`config.mk`:
```
export PLATFORM = sky130hd
export DESIGN_NAME = fifo_rr_arbiter_flat
export DESIGN_NICKNAME = d
export VERILOG_FILES = /design/src/rtl/fifo_rr_arbiter_if.sv /design/src/rtl/fifo_rr_arbiter.sv /design/src/flat_wrapper.sv
export SDC_FILE = /design/constraint.sdc
export NUM_CORES = 1
export LEC_CHECK = 0
export ABC_AREA = 1
export BUFFER_PORTS_ARGS = -buffer_cell sky130_fd_sc_hd__buf_2
export CORE_MARGIN = 4
export CORE_UTILIZATION = 48
export CTS_CLUSTER_DIAMETER = 100
export DETAILED_ROUTE_END_ITERATION = 10
export MAX_ROUTING_LAYER = met4
export PLACE_DENSITY = 0.82
export SLEW_MARGIN = 0
export SYNTH_ARGS = -nofsm -noshare
export SYNTH_HDL_FRONTEND = slang
export SYNTH_SLANG_ARGS = --single-unit
```
`constraint.sdc`:
```
create_clock -name clk -period 3.35 [get_ports clk]
set_clock_uncertainty 0.2 [all_clocks]
set_input_delay 0 -clock clk [delete_from_list [all_inputs] [get_ports clk]]
set_output_delay 0 -clock clk [all_outputs]
set_load 0.005 [all_outputs]
```
`src/rtl/fifo_rr_arbiter_if.sv`:
```
// Handshake bundle between fifo_rr_arbiter, its N_CH source fifos and the
// downstream consumer of the merged stream.
interface fifo_rr_arbiter_if #(
  parameter int unsigned N_CH  = 4,
  parameter int unsigned WIDTH = 24
);
  localparam int unsigned CW = $clog2(N_CH);

  logic                  en;
  logic [N_CH-1:0]       ch_mask;
  logic [N_CH-1:0]       ch_empty;
  logic [N_CH*WIDTH-1:0] ch_dout;
  logic [N_CH-1:0]       ch_rd;
  logic                  out_valid;
  logic                  out_ready;
  logic [WIDTH-1:0]      out_data;
  logic [CW-1:0]         out_ch;
  logic                  busy;

  modport master (
    input  en, ch_mask, ch_empty, ch_dout, out_ready,
    output ch_rd, out_valid, out_data, out_ch, busy
  );

  modport slave (
    output en, ch_mask, ch_empty, ch_dout, out_ready,
    input  ch_rd, out_valid, out_data, out_ch, busy
  );
endinterface

```
`src/rtl/fifo_rr_arbiter.sv`:
```
// Round-robin read scheduler: sole reader of N_CH registered-output fifos,
// merges them into one valid/ready stream tagged with the source channel.
module fifo_rr_arbiter #(
  parameter int unsigned N_CH  = 4,
  parameter int unsigned WIDTH = 24,
  parameter int unsigned BURST = 4
) (
  input  logic                clk,
  input  logic                rst_n,
  fifo_rr_arbiter_if.master   bus
);
  localparam int unsigned CW = $clog2(N_CH);
  localparam int unsigned BW = $clog2(BURST + 1);

  localparam logic [1:0] S_IDLE = 2'd0;
  localparam logic [1:0] S_RD   = 2'd1;
  localparam logic [1:0] S_CAP  = 2'd2;
  localparam logic [1:0] S_OUT  = 2'd3;

  logic [1:0]       r_state;
  logic [CW-1:0]    r_gnt;
  logic [CW-1:0]    r_ptr;
  logic [BW-1:0]    r_bcnt;
  logic [N_CH-1:0]  r_rd;
  logic             r_valid;
  logic [WIDTH-1:0] r_data;
  logic [CW-1:0]    r_ch;

  logic [N_CH-1:0]  w_elig;
  logic [CW-1:0]    w_gnt_nx;
  logic [CW-1:0]    w_sel_idle;
  logic [CW-1:0]    w_sel_out;
  logic [WIDTH-1:0] w_gnt_dout;
  logic             w_hs;
  logic             w_stay;

  // First set bit of e scanning s, s+1, ..., wrapping; later loop passes
  // overwrite earlier ones, so the lowest offset from s wins.
  function automatic logic [CW-1:0] rr_pick(input logic [N_CH-1:0] e,
                                            input logic [CW-1:0]   s);
    logic [CW-1:0] p;
    int unsigned   idx;
    logic [CW-1:0] ci;
    p = s;
    for (int unsigned i = 0; i < N_CH; i++) begin
      idx = (32'(s) + N_CH - 1 - i) % N_CH;
      ci  = CW'(idx);
      if (e[ci]) p = ci;
    end
    return p;
  endfunction

  function automatic logic [N_CH-1:0] onehot(input logic [CW-1:0] i);
    logic [N_CH-1:0] v;
    v    = '0;
    v[i] = 1'b1;
    return v;
  endfunction

  always_comb begin
    w_elig     = bus.en ? (bus.ch_mask & ~bus.ch_empty) : '0;
    w_gnt_nx   = (r_gnt == CW'(N_CH - 1)) ? '0 : r_gnt + CW'(1);
    w_sel_idle = rr_pick(w_elig, r_ptr);
    w_sel_out  = rr_pick(w_elig, w_gnt_nx);
    w_gnt_dout = bus.ch_dout[r_gnt*WIDTH +: WIDTH];
    w_hs       = r_valid & bus.out_ready;
    w_stay     = (r_bcnt < BW'(BURST)) & w_elig[r_gnt];
  end

  always_ff @(posedge clk or negedge rst_n) begin
    if (!rst_n) begin
      r_state <= S_IDLE;
      r_gnt   <= '0;
      r_ptr   <= '0;
      r_bcnt  <= '0;
      r_rd    <= '0;
      r_valid <= 1'b0;
      r_data  <= '0;
      r_ch    <= '0;
    end else begin
      case (r_state)
        S_IDLE: begin
          if (|w_elig) begin
            r_gnt   <= w_sel_idle;
            r_bcnt  <= '0;
            r_rd    <= onehot(w_sel_idle);
            r_state <= S_RD;
          end
        end
        S_RD: begin
          r_rd    <= '0;
          r_state <= S_CAP;
        end
        // fifo dout was updated by the read edge; it is stable here
        S_CAP: begin
          r_data  <= w_gnt_dout;
          r_ch    <= r_gnt;
          r_valid <= 1'b1;
          r_bcnt  <= r_bcnt + BW'(1);
          r_state <= S_OUT;
        end
        S_OUT: begin
          if (w_hs) begin
            r_valid <= 1'b0;
            if (w_stay) begin
              r_rd    <= onehot(r_gnt);
              r_state <= S_RD;
            end else begin
              r_ptr <= w_gnt_nx;
              if (|w_elig) begin
                r_gnt   <= w_sel_out;
                r_bcnt  <= '0;
                r_rd    <= onehot(w_sel_out);
                r_state <= S_RD;
              end else begin
                r_state <= S_IDLE;
              end
            end
          end
        end
        default: r_state <= S_IDLE;
      endcase
    end
  end

  assign bus.ch_rd     = r_rd;
  assign bus.out_valid = r_valid;
  assign bus.out_data  = r_data;
  assign bus.out_ch    = r_ch;
  assign bus.busy      = (r_state != S_IDLE);
endmodule

```
`src/flat_wrapper.sv`:
```
// flat-port wrapper written by rule: the top's interface ports become plain ports
module fifo_rr_arbiter_flat 
#(
  parameter int unsigned N_CH  = 4,
  parameter int unsigned WIDTH = 24,
  parameter int unsigned BURST = 4
)
  (clk, rst_n, bus_en, bus_ch_mask, bus_ch_empty, bus_ch_dout, bus_out_ready, bus_ch_rd, bus_out_valid, bus_out_data, bus_out_ch, bus_busy);
  fifo_rr_arbiter_if #(.N_CH(N_CH), .WIDTH(WIDTH)) bus_i ();
  input  logic clk;
  input  logic rst_n;
  input wire logic [$bits(bus_i.en)-1:0] bus_en;
  input wire logic [$bits(bus_i.ch_mask)-1:0] bus_ch_mask;
  input wire logic [$bits(bus_i.ch_empty)-1:0] bus_ch_empty;
  input wire logic [$bits(bus_i.ch_dout)-1:0] bus_ch_dout;
  input wire logic [$bits(bus_i.out_ready)-1:0] bus_out_ready;
  output wire logic [$bits(bus_i.ch_rd)-1:0] bus_ch_rd;
  output wire logic [$bits(bus_i.out_valid)-1:0] bus_out_valid;
  output wire logic [$bits(bus_i.out_data)-1:0] bus_out_data;
  output wire logic [$bits(bus_i.out_ch)-1:0] bus_out_ch;
  output wire logic [$bits(bus_i.busy)-1:0] bus_busy;
  assign bus_i.en = bus_en;
  assign bus_i.ch_mask = bus_ch_mask;
  assign bus_i.ch_empty = bus_ch_empty;
  assign bus_i.ch_dout = bus_ch_dout;
  assign bus_i.out_ready = bus_out_ready;
  assign bus_ch_rd = bus_i.ch_rd;
  assign bus_out_valid = bus_i.out_valid;
  assign bus_out_data = bus_i.out_data;
  assign bus_out_ch = bus_i.out_ch;
  assign bus_busy = bus_i.busy;
  fifo_rr_arbiter #(.N_CH(N_CH), .WIDTH(WIDTH), .BURST(BURST)) u_core (.clk(clk), .rst_n(rst_n), .bus(bus_i));
endmodule
```
==> flow_summary_export.csv <==
group,metric,value,unit
timing,fmax,336,MHz
timing,period_share,88.9,%
timing,finalSetupViolCount,0,
yosys,synth_ff_type,"dfrtp_1",
yosys,synth_xor_area_share,0.286,%
critical_path,endpoint_kind,"register",
route,drc,0,
placement,gp_congestion,0.895,
critical_path,path_max_fanout,52,
yosys,synth_top_family_by_area,"simple AND/OR/NAND/NOR gates",
clock_network,ctsRootBufferMaster,"clkbuf_8",
route,via_count,4188,
layout,utilization,76.5,%
route,totalWireLength,11.7,mm
floorplanning,die_area,7720,um^2
power_and_ir_drop,switching_share,47.6,%
floorplanning,die_h,87.9,um
power_and_ir_drop,internal_power,2.27,mW
timing,period_minus_slack,2980,ps
layout,insertedDiodeCount,0,
layout,area_growth,51.4,%
layout,fillerInstances,414,
yosys,synth_commonest_cells,"131 x nor2_1, 96 x nand2_1, 62 x o21ai_0",
clock_network,clockBufferDepth,2,
floorplanning,row_count,28,
critical_path,crit_start,"u_core.r_gnt[0]",
layout,seq_area,1000,um^2
power_and_ir_drop,power.switching,2.06,mW
timing,worstMarginPinSlew,886,ps
flow_run,maxCapViolCount,0,
clock_network,cts_max_level,2,
yosys,synthArstFlopShare,100,%
route,routed_via_density,5.56,
critical_path,cp-start-kind,"register",
placement,numPortBuffers,139,
power_and_ir_drop,p_per_area,933,nW/um^2
min_path,worst_hold_path_type,"in -> async",
critical_path,rrSetupSlack,370,ps
critical_path,worstSetupPathType,"reg -> reg",
critical_path,critPathRequiredTime,3380,ps
yosys,synth_compound_area_share,18.3,%
clock_network,clk_pin_slew,90,ps
global_routing,antenna_found_initial,0,
power_and_ir_drop,combPwrFrac,69.3,%
global_routing,grt_util_all_layers,31.5,%
clock_network,clk_latency,300,ps
yosys,yosysWarnings,0,
floorplanning,core_area,6060,um^2
yosys,muxShareOfSynthArea,0,%
floorplanning,die_width,87.9,um
placement,dp_slack,933,ps
clock_network,cts_tree,"yes",
floorplanning,initial_core_util,50.5,%
power_and_ir_drop,p_leak,2.31,nW
power_and_ir_drop,power_frac_clock,9.5,%
clock_network,cts_buffers,5,
yosys,synth_fa_ha_area_share,4.49,%
yosys,synth_nets,596,
power_and_ir_drop,vdd_drop_max,504,uV
route,drtPass1Iterations,5,
route,drtAntennaViolNets,0,
global_routing,grt_start_max_net_pins,53,
timing,final.setup.tns,0,ps
timing,drv_slew,0,
yosys,synth_area_leaders,"dfrtp_1 33%, nor2_1 16%, nand2_1 12%",
timing,rsz0062_at_grt,"false",
layout,drive_gt1_share,26.1,%
floorplanning,ioPinCount,140,
global_routing,grt_overflow,0,
layout,fin_nets,796,
critical_path,arrival,3010,ps
clock_network,ctsResizeCount,0,
placement,dp_hpwl,6.90,mm
yosys,synthSimpleGateAreaFrac,36.6,%
global_routing,grt_pass1_vias,4257,
route,drt_iter0_drc,299,
global_routing,grt_first_pass_wirelength,18.8,mm
yosys,avgSynthCellArea,6.42,um^2
clock_network,clock-sinks,40,
yosys,syn_inst,477,
yosys,ys_ff_latch,40,
power_and_ir_drop,pwr-share-seq,21.3,%
timing,worst_slack,370,ps
yosys,synth.top_cell.area_share,32.7,%
yosys,synth_edf_count,0,
timing,slew_headroom,41.0,%
route,wl_per_cell,15.5,um
layout,multi_input_area,1830,um^2
outcome,outcome,"finished, final reports clean",
timing,hold_viol,0,
yosys,yosysMostFrequentCell,"nor2_1",
yosys,yosysUniqueCellTypes,35,
timing,holdWs,148,ps
yosys,yosysSeqAreaShare,32.7,%
yosys,synth_largest_area_cell,"dfrtp_1",
power_and_ir_drop,power,4.33,mW
critical_path,r2r-start,"u_core.r_gnt[0]",
yosys,syn_area,3060,um^2
[power by group through the flow]
stage / clock (mW) / sequential [mW] / combinational, mW
floorplan: 0 / 0.862 / 1.73
global placement: 0 / 0.907 / 2.23
detailed placement: 0 / 0.912 / 2.32
CTS: 0.409 / 0.910 / 2.85
global route: 0.433 / 0.948 / 3.32
finish: 0.410 / 0.919 / 3.00
[flip-flops by register name, summed over array words and instances, names as in the netlist]
name                  flops
u_core.bus.ch_rd          4
u_core.bus.out_ch         2
u_core.bus.out_data      24
u_core.bus.out_valid      1
u_core.r_bcnt             3
u_core.r_gnt              2
u_core.r_ptr              2
u_core.r_state            2
[area by class of cell]
class	instances	area share [%]
multi-input combinational	381	39.5
timing repair buffer	218	31.8
sequential	40	21.6
inverter	31	2.56
tap	75	2.02
clock buffer	5	1.48
clock inverter	3	0.998
[final timing paths]
check,endpoint,depth (start not counted)
worst max-delay path,u_core.bus.out_data[7],8
worst min-delay path,u_core.r_ptr[0],2
worst max register to register,u_core.bus.out_data[7],8
worst min register to register,u_core.bus.ch_rd[0],2
max in group asynchronous,u_core.r_gnt[0],2
min in group clk,u_core.r_state[0],7
[worst max-delay path, stage by stage, from the launching register on]
cell and delay [ps]:
dfrtp_2 530, inv_4 90, buf_4 410, nor2_1 80
nor2_1 120, o21ai_0 100, dlygate4sd3_1 600, a31oi_1 180
dlygate4sd3_1 590
[logic make-up (layout without fill, tap and decap cells)]
logic type / after synthesis / in the layout
adders and majority gates: 11 / 11
DFF: 40 / 40
xor gates and xnor gates: 1 / 1
and+or+nand+nor: 270 / 270
AOI/OAI and AO/OA: 99 / 99
buffers and inverters: 56 / 257
[layout by cell type, fill, tap and decap left out, types with 2 or more instances in the layout]
cell | Yosys | layout
buf_2 | 3 | 139
nor2_1 | 131 | 131
nand2_1 | 96 | 96
dlygate4sd3_1 | 0 | 74
o21ai_0 | 62 | 62
dfrtp_1 | 40 | 39
a31oi_1 | 24 | 24
inv_1 | 23 | 23
nand3_1 | 22 | 22
ha_1 | 11 | 10
inv_2 | 6 | 6
nand4_1 | 6 | 6
clkbuf_8 | 0 | 5
buf_4 | 2 | 5
nand3_2 | 4 | 4
nor2_2 | 3 | 3
o211ai_1 | 3 | 3
a21oi_1 | 3 | 3
nand2_4 | 2 | 2
a21oi_2 | 2 | 2
[metrics by stage]
step | std cells | instance area (um^2)
2_1_floorplan | 477 | 3060
3_3_place_gp | 671 | 3780
3_5_place_dp | 671 | 3780
4_1_cts | 753 | 4640
5_1_grt | 753 | 4640
6_report | 753 | 4640
[routing by layer]
layer  GRT usage, %  vias up  share of wire (%)
met3           7.06       61                8.6
li1               -     1954                  -
met5              -        -                  0
met4           14.9        0                4.2
met2           54.2      252                 50
met1           34.3     1921                 37
[timing repair]
action	CTS	global route
hold buffers	74	0
endpoints found under the hold margin	67	0
setup endpoints to repair	0	0
setup buffers	0	0
No activity file was read; power rests on OpenSTA's default activity.
